==> config.mk <==
export PLATFORM = sky130hd
export DESIGN_NAME = uart_tx_arbiter_flat
export DESIGN_NICKNAME = d
export VERILOG_FILES = /design/src/rtl/uart_tx_arbiter_if.sv /design/src/rtl/uart_tx_arbiter.sv /design/src/flat_wrapper.sv
export SDC_FILE = /design/constraint.sdc
export NUM_CORES = 1
export LEC_CHECK = 0
export ABC_AREA = 1
export BUFFER_PORTS_ARGS = -buffer_cell sky130_fd_sc_hd__buf_2
export CAP_MARGIN = 0
export CORE_ASPECT_RATIO = 1.2
export CORE_UTILIZATION = 35
export DETAILED_ROUTE_END_ITERATION = 16
export PLACE_DENSITY_LB_ADDON = 0.15
export SYNTH_ARGS = -nofsm -noshare
export SYNTH_HDL_FRONTEND = slang
export SYNTH_SLANG_ARGS = --single-unit
==> constraint.sdc <==
create_clock -name clk -period 1.75 [get_ports clk]
set_input_delay 0.175 -clock clk [delete_from_list [all_inputs] [get_ports clk]]
set_output_delay 0.175 -clock clk [all_outputs]
set_load 0.05 [all_outputs]
==> src/rtl/uart_tx_arbiter_if.sv <==
// Signal bundle between the event sources, the uart_tx serializer and the arbiter.
// The arbiter uses the master view; the environment around it uses the slave view.
interface uart_tx_arbiter_if;
    logic [3:0]  req;
    logic [11:0] req_data;
    logic        tx_active;
    logic        tx_done;
    logic        tx_dv;
    logic [7:0]  tx_byte;
    logic [3:0]  pending;
    logic [3:0]  overrun;
    logic        timeout;
    logic        busy;

    modport master (
        input  req, req_data, tx_active, tx_done,
        output tx_dv, tx_byte, pending, overrun, timeout, busy
    );

    modport slave (
        output req, req_data, tx_active, tx_done,
        input  tx_dv, tx_byte, pending, overrun, timeout, busy
    );
endinterface

==> src/rtl/uart_tx_arbiter.sv <==
// Round-robin sharing of one uart_tx serializer among four strobed event sources.
// Each rising strobe queues one frame {3'b001, id, code}; frames launch one at a time.
module uart_tx_arbiter #(
    parameter int TIMEOUT = 65536,
    parameter int TW      = 17
) (
    input logic               clk,
    input logic               rst,
    uart_tx_arbiter_if.master bus
);

    typedef enum logic [1:0] {
        IDLE      = 2'd0,
        LAUNCH    = 2'd1,
        WAIT_DONE = 2'd2
    } state_t;

    localparam logic [TW-1:0] CNT_LAST = TW'(TIMEOUT - 1);

    state_t          state_r;
    logic [3:0]      last_req_r;
    logic [3:0]      pending_r;
    logic [3:0]      overrun_r;
    logic [3:0][2:0] payload_r;
    logic [1:0]      last_grant_r;
    logic [TW-1:0]   cnt_r;
    logic            tx_dv_r;
    logic [7:0]      tx_byte_r;
    logic            timeout_r;
    logic            busy_r;

    logic [3:0] edge_s;
    logic [3:0] clr_s;
    logic [1:0] winner_s;
    logic [1:0] idx_s;
    logic       found_s;
    logic       launch_s;

    assign edge_s = bus.req & ~last_req_r;

    // Round-robin search beginning just after the previous grant; first pending source wins.
    always_comb begin
        winner_s = last_grant_r;
        found_s  = 1'b0;
        idx_s    = 2'd0;
        for (int k = 1; k <= 4; k++) begin
            idx_s    = last_grant_r + 2'(k);
            winner_s = (!found_s && pending_r[idx_s]) ? idx_s : winner_s;
            found_s  = found_s | pending_r[idx_s];
        end
    end

    assign launch_s = (state_r == IDLE) && found_s && !bus.tx_active;
    assign clr_s    = launch_s ? (4'b0001 << winner_s) : 4'b0000;

    // Edge capture: a new edge on the source being launched re-queues it without an overrun.
    always_ff @(posedge clk) begin
        last_req_r <= bus.req;
        if (rst) begin
            pending_r <= 4'b0000;
            overrun_r <= 4'b0000;
            payload_r <= '0;
        end else begin
            pending_r <= (pending_r & ~clr_s) | edge_s;
            overrun_r <= overrun_r | (edge_s & pending_r & ~clr_s);
            for (int i = 0; i < 4; i++) begin
                if (edge_s[i]) begin
                    payload_r[i] <= bus.req_data[3*i +: 3];
                end
            end
        end
    end

    // Launch FSM with registered strobe, byte, busy and sticky timeout.
    always_ff @(posedge clk) begin
        if (rst) begin
            state_r      <= IDLE;
            last_grant_r <= 2'd3;
            cnt_r        <= '0;
            tx_dv_r      <= 1'b0;
            tx_byte_r    <= 8'h00;
            timeout_r    <= 1'b0;
            busy_r       <= 1'b0;
        end else begin
            case (state_r)
                IDLE: begin
                    if (launch_s) begin
                        tx_byte_r    <= {3'b001, winner_s, payload_r[winner_s]};
                        last_grant_r <= winner_s;
                        tx_dv_r      <= 1'b1;
                        busy_r       <= 1'b1;
                        state_r      <= LAUNCH;
                    end else begin
                        tx_dv_r      <= 1'b0;
                    end
                end
                LAUNCH: begin
                    tx_dv_r <= 1'b0;
                    cnt_r   <= '0;
                    state_r <= WAIT_DONE;
                end
                WAIT_DONE: begin
                    cnt_r <= cnt_r + TW'(1);
                    if (bus.tx_done) begin
                        busy_r  <= 1'b0;
                        state_r <= IDLE;
                    end else if (cnt_r == CNT_LAST) begin
                        // Frame abandoned; it is not retried.
                        timeout_r <= 1'b1;
                        busy_r    <= 1'b0;
                        state_r   <= IDLE;
                    end
                end
                default: begin
                    tx_dv_r <= 1'b0;
                    busy_r  <= 1'b0;
                    state_r <= IDLE;
                end
            endcase
        end
    end

    assign bus.tx_dv   = tx_dv_r;
    assign bus.tx_byte = tx_byte_r;
    assign bus.pending = pending_r;
    assign bus.overrun = overrun_r;
    assign bus.timeout = timeout_r;
    assign bus.busy    = busy_r;

endmodule

==> src/flat_wrapper.sv <==
// flat-port wrapper written by rule: the top's interface ports become plain ports
module uart_tx_arbiter_flat 
#(
    parameter int TIMEOUT = 65536,
    parameter int TW      = 17
)
  (clk, rst, bus_req, bus_req_data, bus_tx_active, bus_tx_done, bus_tx_dv, bus_tx_byte, bus_pending, bus_overrun, bus_timeout, bus_busy);
  uart_tx_arbiter_if bus_i ();
  input logic clk;
  input logic rst;
  input wire logic [$bits(bus_i.req)-1:0] bus_req;
  input wire logic [$bits(bus_i.req_data)-1:0] bus_req_data;
  input wire logic [$bits(bus_i.tx_active)-1:0] bus_tx_active;
  input wire logic [$bits(bus_i.tx_done)-1:0] bus_tx_done;
  output wire logic [$bits(bus_i.tx_dv)-1:0] bus_tx_dv;
  output wire logic [$bits(bus_i.tx_byte)-1:0] bus_tx_byte;
  output wire logic [$bits(bus_i.pending)-1:0] bus_pending;
  output wire logic [$bits(bus_i.overrun)-1:0] bus_overrun;
  output wire logic [$bits(bus_i.timeout)-1:0] bus_timeout;
  output wire logic [$bits(bus_i.busy)-1:0] bus_busy;
  assign bus_i.req = bus_req;
  assign bus_i.req_data = bus_req_data;
  assign bus_i.tx_active = bus_tx_active;
  assign bus_i.tx_done = bus_tx_done;
  assign bus_tx_dv = bus_i.tx_dv;
  assign bus_tx_byte = bus_i.tx_byte;
  assign bus_pending = bus_i.pending;
  assign bus_overrun = bus_i.overrun;
  assign bus_timeout = bus_i.timeout;
  assign bus_busy = bus_i.busy;
  uart_tx_arbiter #(.TIMEOUT(TIMEOUT), .TW(TW)) u_core (.clk(clk), .rst(rst), .bus(bus_i));
endmodule
==> results of run 1 <==
worst register-to-register path: cells and delay by family, from the launching register on:
family | cells | cell delay [ns]
AO/OA/AOI/OAI | 2 | 0.19
flip-flops | 1 | 0.37
AND/OR/NAND/NOR | 5 | 0.62
adder cells (fa/ha/maj) | 2 | 0.37
buffers and inverters | 2 | 0.17
area by class of cell:
cell class	instances	area, um^2	share of cell area
well taps	87	109	0.0332
repair buffers	69	438	0.134
clock buffers	5	68.8	0.0210
flip-flops and latches	54	1090	0.334
multi-input cells	248	1350	0.412
inverters	50	195	0.0595
clock inverters	3	21.3	0.00649
cell usage after synthesis, types with 4 or more instances:
master / number
nand2_1: 81
dfxtp_1: 54
inv_1: 44
nor2_1: 43
a21oi_1: 33
nand3_1: 21
o21ai_0: 20
nand2_2: 11
ha_1: 6
nor3_1: 5
inv_2: 4
nand3_2: 4
per-stage QoR:
step,total power [W],util
floorplan,0.00314,-
global placement,0.00361,0.436
detailed placement,0.00363,0.436
CTS,0.00437,0.462
global route,0.00480,0.473
finish,0.00444,0.473
kinds of logic after synthesis:
family,synth area share
other,0.00147
DFF,0.422
adders and majority gates,0.0293
buffers and inverters,0.0929
and+or+nand+nor,0.329
AOI/OAI and AO/OA,0.125
routing by layer:
metal / up-vias / part of all wire
li1: 1279 / -
met1: 1078 / 0.48
met2: 21 / 0.48
met3: 6 / 0.022
met4: 0 / 0.014
met5: - / 0
power by group:
group / total, W / internal, W / switching, W
clock: 0.000720 / 0.000283 / 0.000437
sequential: 0.00152 / 0.00140 / 0.000126
combinational: 0.00220 / 0.000715 / 0.00148
total: 0.00444 / 0.00239 / 0.00204
sequential cells by signal (all words and copies together) (netlist names):
signal / count
u_core.last_req_r: 4
u_core.bus.timeout: 1
u_core.state_r: 2
u_core.last_grant_r: 2
u_core.bus.busy: 1
u_core.payload_r: 12
u_core.bus.tx_byte: 6
u_core.bus.tx_dv: 1
u_core.bus.overrun: 4
u_core.bus.pending: 4
u_core.cnt_r: 17
repair_timing:
action	4_1_cts	5_1_grt
buffers inserted	1	2
pin swaps	3	1
hold buffers	4	0
endpoints found under the setup margin	16	21
cloned	0	0
gates resized for setup	10	19
endpoints found under the hold margin	4	0
worst paths after layout:
path / start / to
max: u_core.cnt_r[0] / u_core.state_r[0]
min: bus_req_data[0] / u_core.payload_r[0]
max reg2reg: u_core.cnt_r[0] / u_core.state_r[0]
min reg2reg: u_core.cnt_r[14] / u_core.cnt_r[14]
==> results.py, run 1 <==
metrics = {
    "floorplanning": {
        "die_w_um": 80.1,
        "dieArea_um2": 7660,
        "placementRows": 33,
        "core_um2": 6940,
        "initial_core_util": 0.369,
        "die_y_um": 95.7,
        "io_pins": 39,
    },
    "global_routing": {
        "met1_usage": 0.195,
        "globalRouteMet3Util": 0.0268,
        "grt_pass1_vias": 2236,
        "grt_busiest_layer": "met2",
        "antenna_found_initial": 0,
        "grt_usage": 0.163,
        "grt-ovfl-total": 0,
        "grt_max_degree": 20,
        "grt_first_pass_wirelength_mm": 9.77,
        "grt_use_met2": 0.293,
    },
    "logic_synthesis": {
        "synth_ff_type": "dfxtp_1",
        "avgSynthCellArea_um2": 7.15,
        "yosysTopAreaCell": "dfxtp_1",
        "synth_enable_flop_cells": 0,
        "syn-cell-area_um2": 2560,
        "synthCells": 358,
        "synth.distinct_cells": 34,
        "ys_ff_latch": 54,
        "synth_top_area_share": 0.422,
        "synth.yosys.seq_area_share": 0.422,
        "postSynth.asyncResetShare": 0,
        "synth_area_leaders": "dfxtp_1 (42%), nand2_1 (12%), a21oi_1 (6.5%)",
        "ys.warnings.count": 0,
    },
    "cells_and_area": {
        "final_cell_mix": "nand2_1 (74), dfxtp_1 (45), inv_1 (42)",
        "syn_to_final_growth_pct": 28.2,
        "final_nets": 454,
        "fin_area_um2": 3280,
        "layout_commonest_cell": "nand2_1",
        "drive_gt1_frac": 0.317,
        "insertedDiodeCount": 0,
        "fillers": 727,
        "instances_no_fill": 516,
    },
    "timing": {
        "clock.fmax_mhz": 551,
        "min_period_over_period": 1.04,
        "grt_setup_unrepaired": "true",
        "hold_ws_ns": 0.0853,
        "worst_slack_ns": -0.0650,
        "timing_hold_violations_final": 0,
        "worst_slew_pin_slew_ns": 0.600,
        "finClkSkew_ns": 0.0142,
        "finalMaxSlewViolations": 0,
        "slew_headroom": 0.600,
        "setup_viol": 3,
        "period_minus_slack_ns": 1.82,
        "final.setup.tns_ns": -0.135,
    },
    "place": {
        "dpl.cell_count": 501,
        "place_congestion": 0.802,
        "pre_cts_ws_ns": -0.214,
        "dp_hpwl_mm": 4.35,
        "numPortBuffers": 36,
        "place_area_um2": 3020,
    },
    "route": {
        "firstDrtPassIters": 4,
        "wl_per_cell_um": 11.1,
        "dr.first_iter.drc_count": 71,
        "drt.antenna.violating_nets": 0,
        "route.detailed.drc": 0,
        "via_count": 2384,
        "wirelength_mm": 5.71,
        "viasPerCell": 4.62,
    },
    "clocking": {
        "clk_pin_slew_ns": 0.10,
        "cts_tree": "built",
        "numCtsBuffers": 5,
        "clk_path_buf_depth": 2,
        "root_buffer": "clkbuf_8",
        "cts_htree_levels": 2,
        "clock-sinks": 54,
        "worstSkewPairLatency_ns": 0.32,
    },
    "critical_path": {
        "critPathKind": "flip-flop to flip-flop",
        "crit_arrival_ns": 2.02,
        "crit_chain": "ha_4 -> nand2_4 -> nor4_4 -> inv_1 -> nor4_2 -> ha_2 -> nor3_1 -> inv_1 -> nand2_1 -> o21ai_1 -> a21oi_1",
        "reg2regPathDepth": 11,
        "worst_ep_required_time_ns": 1.95,
        "slowest_stage": "dfxtp_2",
        "crit_family": "simple AND/OR/NAND/NOR gates",
        "cp-end-kind": "flip-flop",
        "worst-r2r-setup-slack_ns": -0.07,
        "critPathMaxStageDelay_ns": 0.37,
        "cpMostUsedCell": "inv_1",
        "crit_fanout": 3,
        "cp.depth": 11,
        "startpoint_type": "flip-flop",
        "critPathBufInv": 2,
    },
    "pwr": {
        "leakage_nw": 1.52,
        "power.density_nw_per_um2": 1350,
        "vdd_drop_max_mv": 0.547,
    },
    "outcome": {
        "status": "finished with violations",
        "violations": "negative setup slack",
    },
    "min_path": {
        "hold_class": "primary input to flip-flop",
        "holdPathStages": 3,
    },
    "job": {
        "cap_viol_max_count": 0,
    },
}
Note: power is estimated with default switching activity, not from simulation.
==> run 2: changes to the inputs <==
Settings changed: SETUP_SLACK_MARGIN from default to 0.1.
==> run 2 against run 1 <==
Against the previous run: the run still ends with negative setup slack left; count of clock-buffer cells in the layout rose by 1; critical path depth rose by 1; critical path type unchanged; setup slack improved by 0.018 ns; largest power group unchanged; sequential share of layout area fell by 3.7 points; cell count rose by 2.1%; core utilization rose by 6.1 points; clock power fell by 2%.
==> results.py, run 2 (same netlist as run 1, synthesis figures left out) <==
metrics = {
    "outcome": {
        "status": "finished with violations",
        "violations": "negative setup slack",
    },
    "pwr": {
        "comb_power_share": 0.591,
        "leakage_nw": 1.73,
        "switching_share": 0.466,
        "power_frac_seq": 0.278,
        "power.density_nw_per_um2": 1460,
        "vdd_drop_max_mv": 0.852,
        "internal_power_w": 0.00289,
        "switchingPower_w": 0.00251,
        "power.clock.fraction": 0.130,
    },
    "critical_path": {
        "startpoint_type": "flip-flop",
        "cpMostUsedCell": "inv_1",
        "cp-end-kind": "flip-flop",
        "critPathMaxStageDelay_ns": 0.34,
        "slowest_stage": "dfxtp_2",
        "critPathKind": "flip-flop to flip-flop",
        "crit_fanout": 3,
        "crit_chain": "nand2_2 -> inv_2 -> nand3_4 -> nor4_4 -> inv_1 -> nor4_2 -> ha_2 -> nor3_1 -> inv_1 -> nand2_1 -> o21ai_1 -> a21oi_1",
        "crit_family": "simple AND/OR/NAND/NOR gates",
        "worst_ep_required_time_ns": 1.96,
        "critPathBufInv": 3,
        "crit_arrival_ns": 2.01,
    },
    "clocking": {
        "clk_path_buf_depth": 2,
        "cts_htree_levels": 2,
        "root_buffer": "clkbuf_8",
        "cts_tree": "built",
        "clock-sinks": 54,
        "clk_pin_slew_ns": 0.10,
        "numCtsBuffers": 5,
        "worstSkewPairLatency_ns": 0.31,
    },
    "cells_and_area": {
        "ff_latch_area_um2": 1100,
        "layout_commonest_cell": "nand2_1",
        "final_nets": 465,
        "largest_reg_flops": 17,
        "final_cell_mix": "nand2_1 (52), dfxtp_1 (42), inv_1 (41)",
        "multiInputGateArea_um2": 1620,
        "syn_to_final_growth_pct": 44.8,
        "instances_no_fill": 527,
        "largest_register": "u_core.cnt_r",
        "fillers": 675,
        "drive_gt1_frac": 0.420,
        "insertedDiodeCount": 0,
    },
    "floorplanning": {
        "core_um2": 6940,
        "placementRows": 33,
        "die_y_um": 95.7,
        "initial_core_util": 0.369,
        "dieArea_um2": 7660,
        "die_w_um": 80.1,
        "io_pins": 39,
    },
    "timing": {
        "clock.fmax_mhz": 556,
        "min_period_over_period": 1.03,
        "grt_setup_unrepaired": "true",
        "finClkSkew_ns": 0.00805,
        "period_minus_slack_ns": 1.80,
        "timing_hold_violations_final": 0,
        "worst_slack_ns": -0.0472,
        "finalMaxSlewViolations": 0,
        "setup_viol": 2,
        "slew_headroom": 0.622,
        "worst_slew_pin_slew_ns": 0.566,
    },
    "route": {
        "route.detailed.drc": 0,
        "viasPerCell": 4.70,
        "via_count": 2479,
        "wirelength_mm": 6.36,
        "drt.antenna.violating_nets": 0,
        "dr.first_iter.drc_count": 63,
        "wl_per_cell_um": 12.1,
        "firstDrtPassIters": 4,
    },
    "global_routing": {
        "grt_max_degree": 20,
        "grt_usage": 0.171,
        "antenna_found_initial": 0,
        "grt-ovfl-total": 0,
        "grt_first_pass_wirelength_mm": 10.3,
        "grt_pass1_vias": 2313,
    },
    "place": {
        "pre_cts_ws_ns": -0.100,
        "numPortBuffers": 36,
        "dp_hpwl_mm": 4.43,
        "dpl.cell_count": 500,
        "place_congestion": 0.816,
    },
    "min_path": {
        "hold_class": "primary input to flip-flop",
    },
    "job": {
        "cap_viol_max_count": 0,
    },
}
run 2: cell count changes in the layout (fill, tap and decap cells not counted), sizes merged:
cell and delta:
clkinvlp -1, buf +11, clkbuf +1
run 2: final timing paths:
check                   start                  end  slack [ns]  depth (start not counted)
max           u_core.cnt_r[7]    u_core.state_r[0]       -0.05                         12
min           bus_req_data[1]  u_core.payload_r[1]        0.09                          3
max reg2reg   u_core.cnt_r[7]    u_core.state_r[0]       -0.05                         12
min reg2reg  u_core.cnt_r[14]     u_core.cnt_r[14]        0.44                          2
run 2: tightest hold or removal path, cell delays in order:
cell and delay [ns]:
buf_2 0.08, nor2_1 0.04, nor2_1 0.08
run 2: per-layer routing:
layer | up-vias | wire length [um] | global-route usage
met1 | 1135 | 2860 | 0.211
li1 | 1300 | - | -
met3 | 8 | 218 | 0.0335
met2 | 36 | 3210 | 0.296
met4 | 0 | 75 | 0.0580
met5 | - | 0 | 0
run 2: stage by stage:
| stage | total power (W) | utilization | cell area, um^2 | hold WS [ns] | setup TNS [ns] |
|---|---|---|---|---|---|
| floorplan | 0.00317 | - | 2620 | 0.203 | 0 |
| global placement | 0.00368 | 0.442 | 3060 | 0.291 | -0.162 |
| detailed placement | 0.00370 | 0.442 | 3060 | 0.292 | -0.264 |
| CTS | 0.00484 | 0.495 | 3440 | 0.0812 | -0.0336 |
| global route | 0.00573 | 0.534 | 3700 | 0.0953 | -1.07 |
| finish | 0.00540 | 0.534 | 3700 | 0.0910 | -0.0542 |
run 2: repair_timing:
action,4_1_cts,5_1_grt
hold buffers,4,0
buffers inserted,11,4
gates cloned,0,0
pin swaps,29,29
hold endpoints to repair,4,0
resized for setup,39,55
setup endpoints to repair,17,26
run 2: final cells by class:
cell class,count,area share
repair buffers,80,0.156
clock buffers,6,0.0196
inverters,50,0.0578
multi-input cells,248,0.437
flip-flops and latches,54,0.297
clock inverters,2,0.00371
well taps,87,0.0294
run 2: power by group through the flow:
stage	registers, W	clock network (W)	logic [W]
floorplan	0.00179	0	0.00138
global route	0.00152	0.000780	0.00343
global placement	0.00151	0	0.00217
finish	0.00150	0.000704	0.00319
detailed placement	0.00151	0	0.00218
CTS	0.00149	0.000728	0.00262
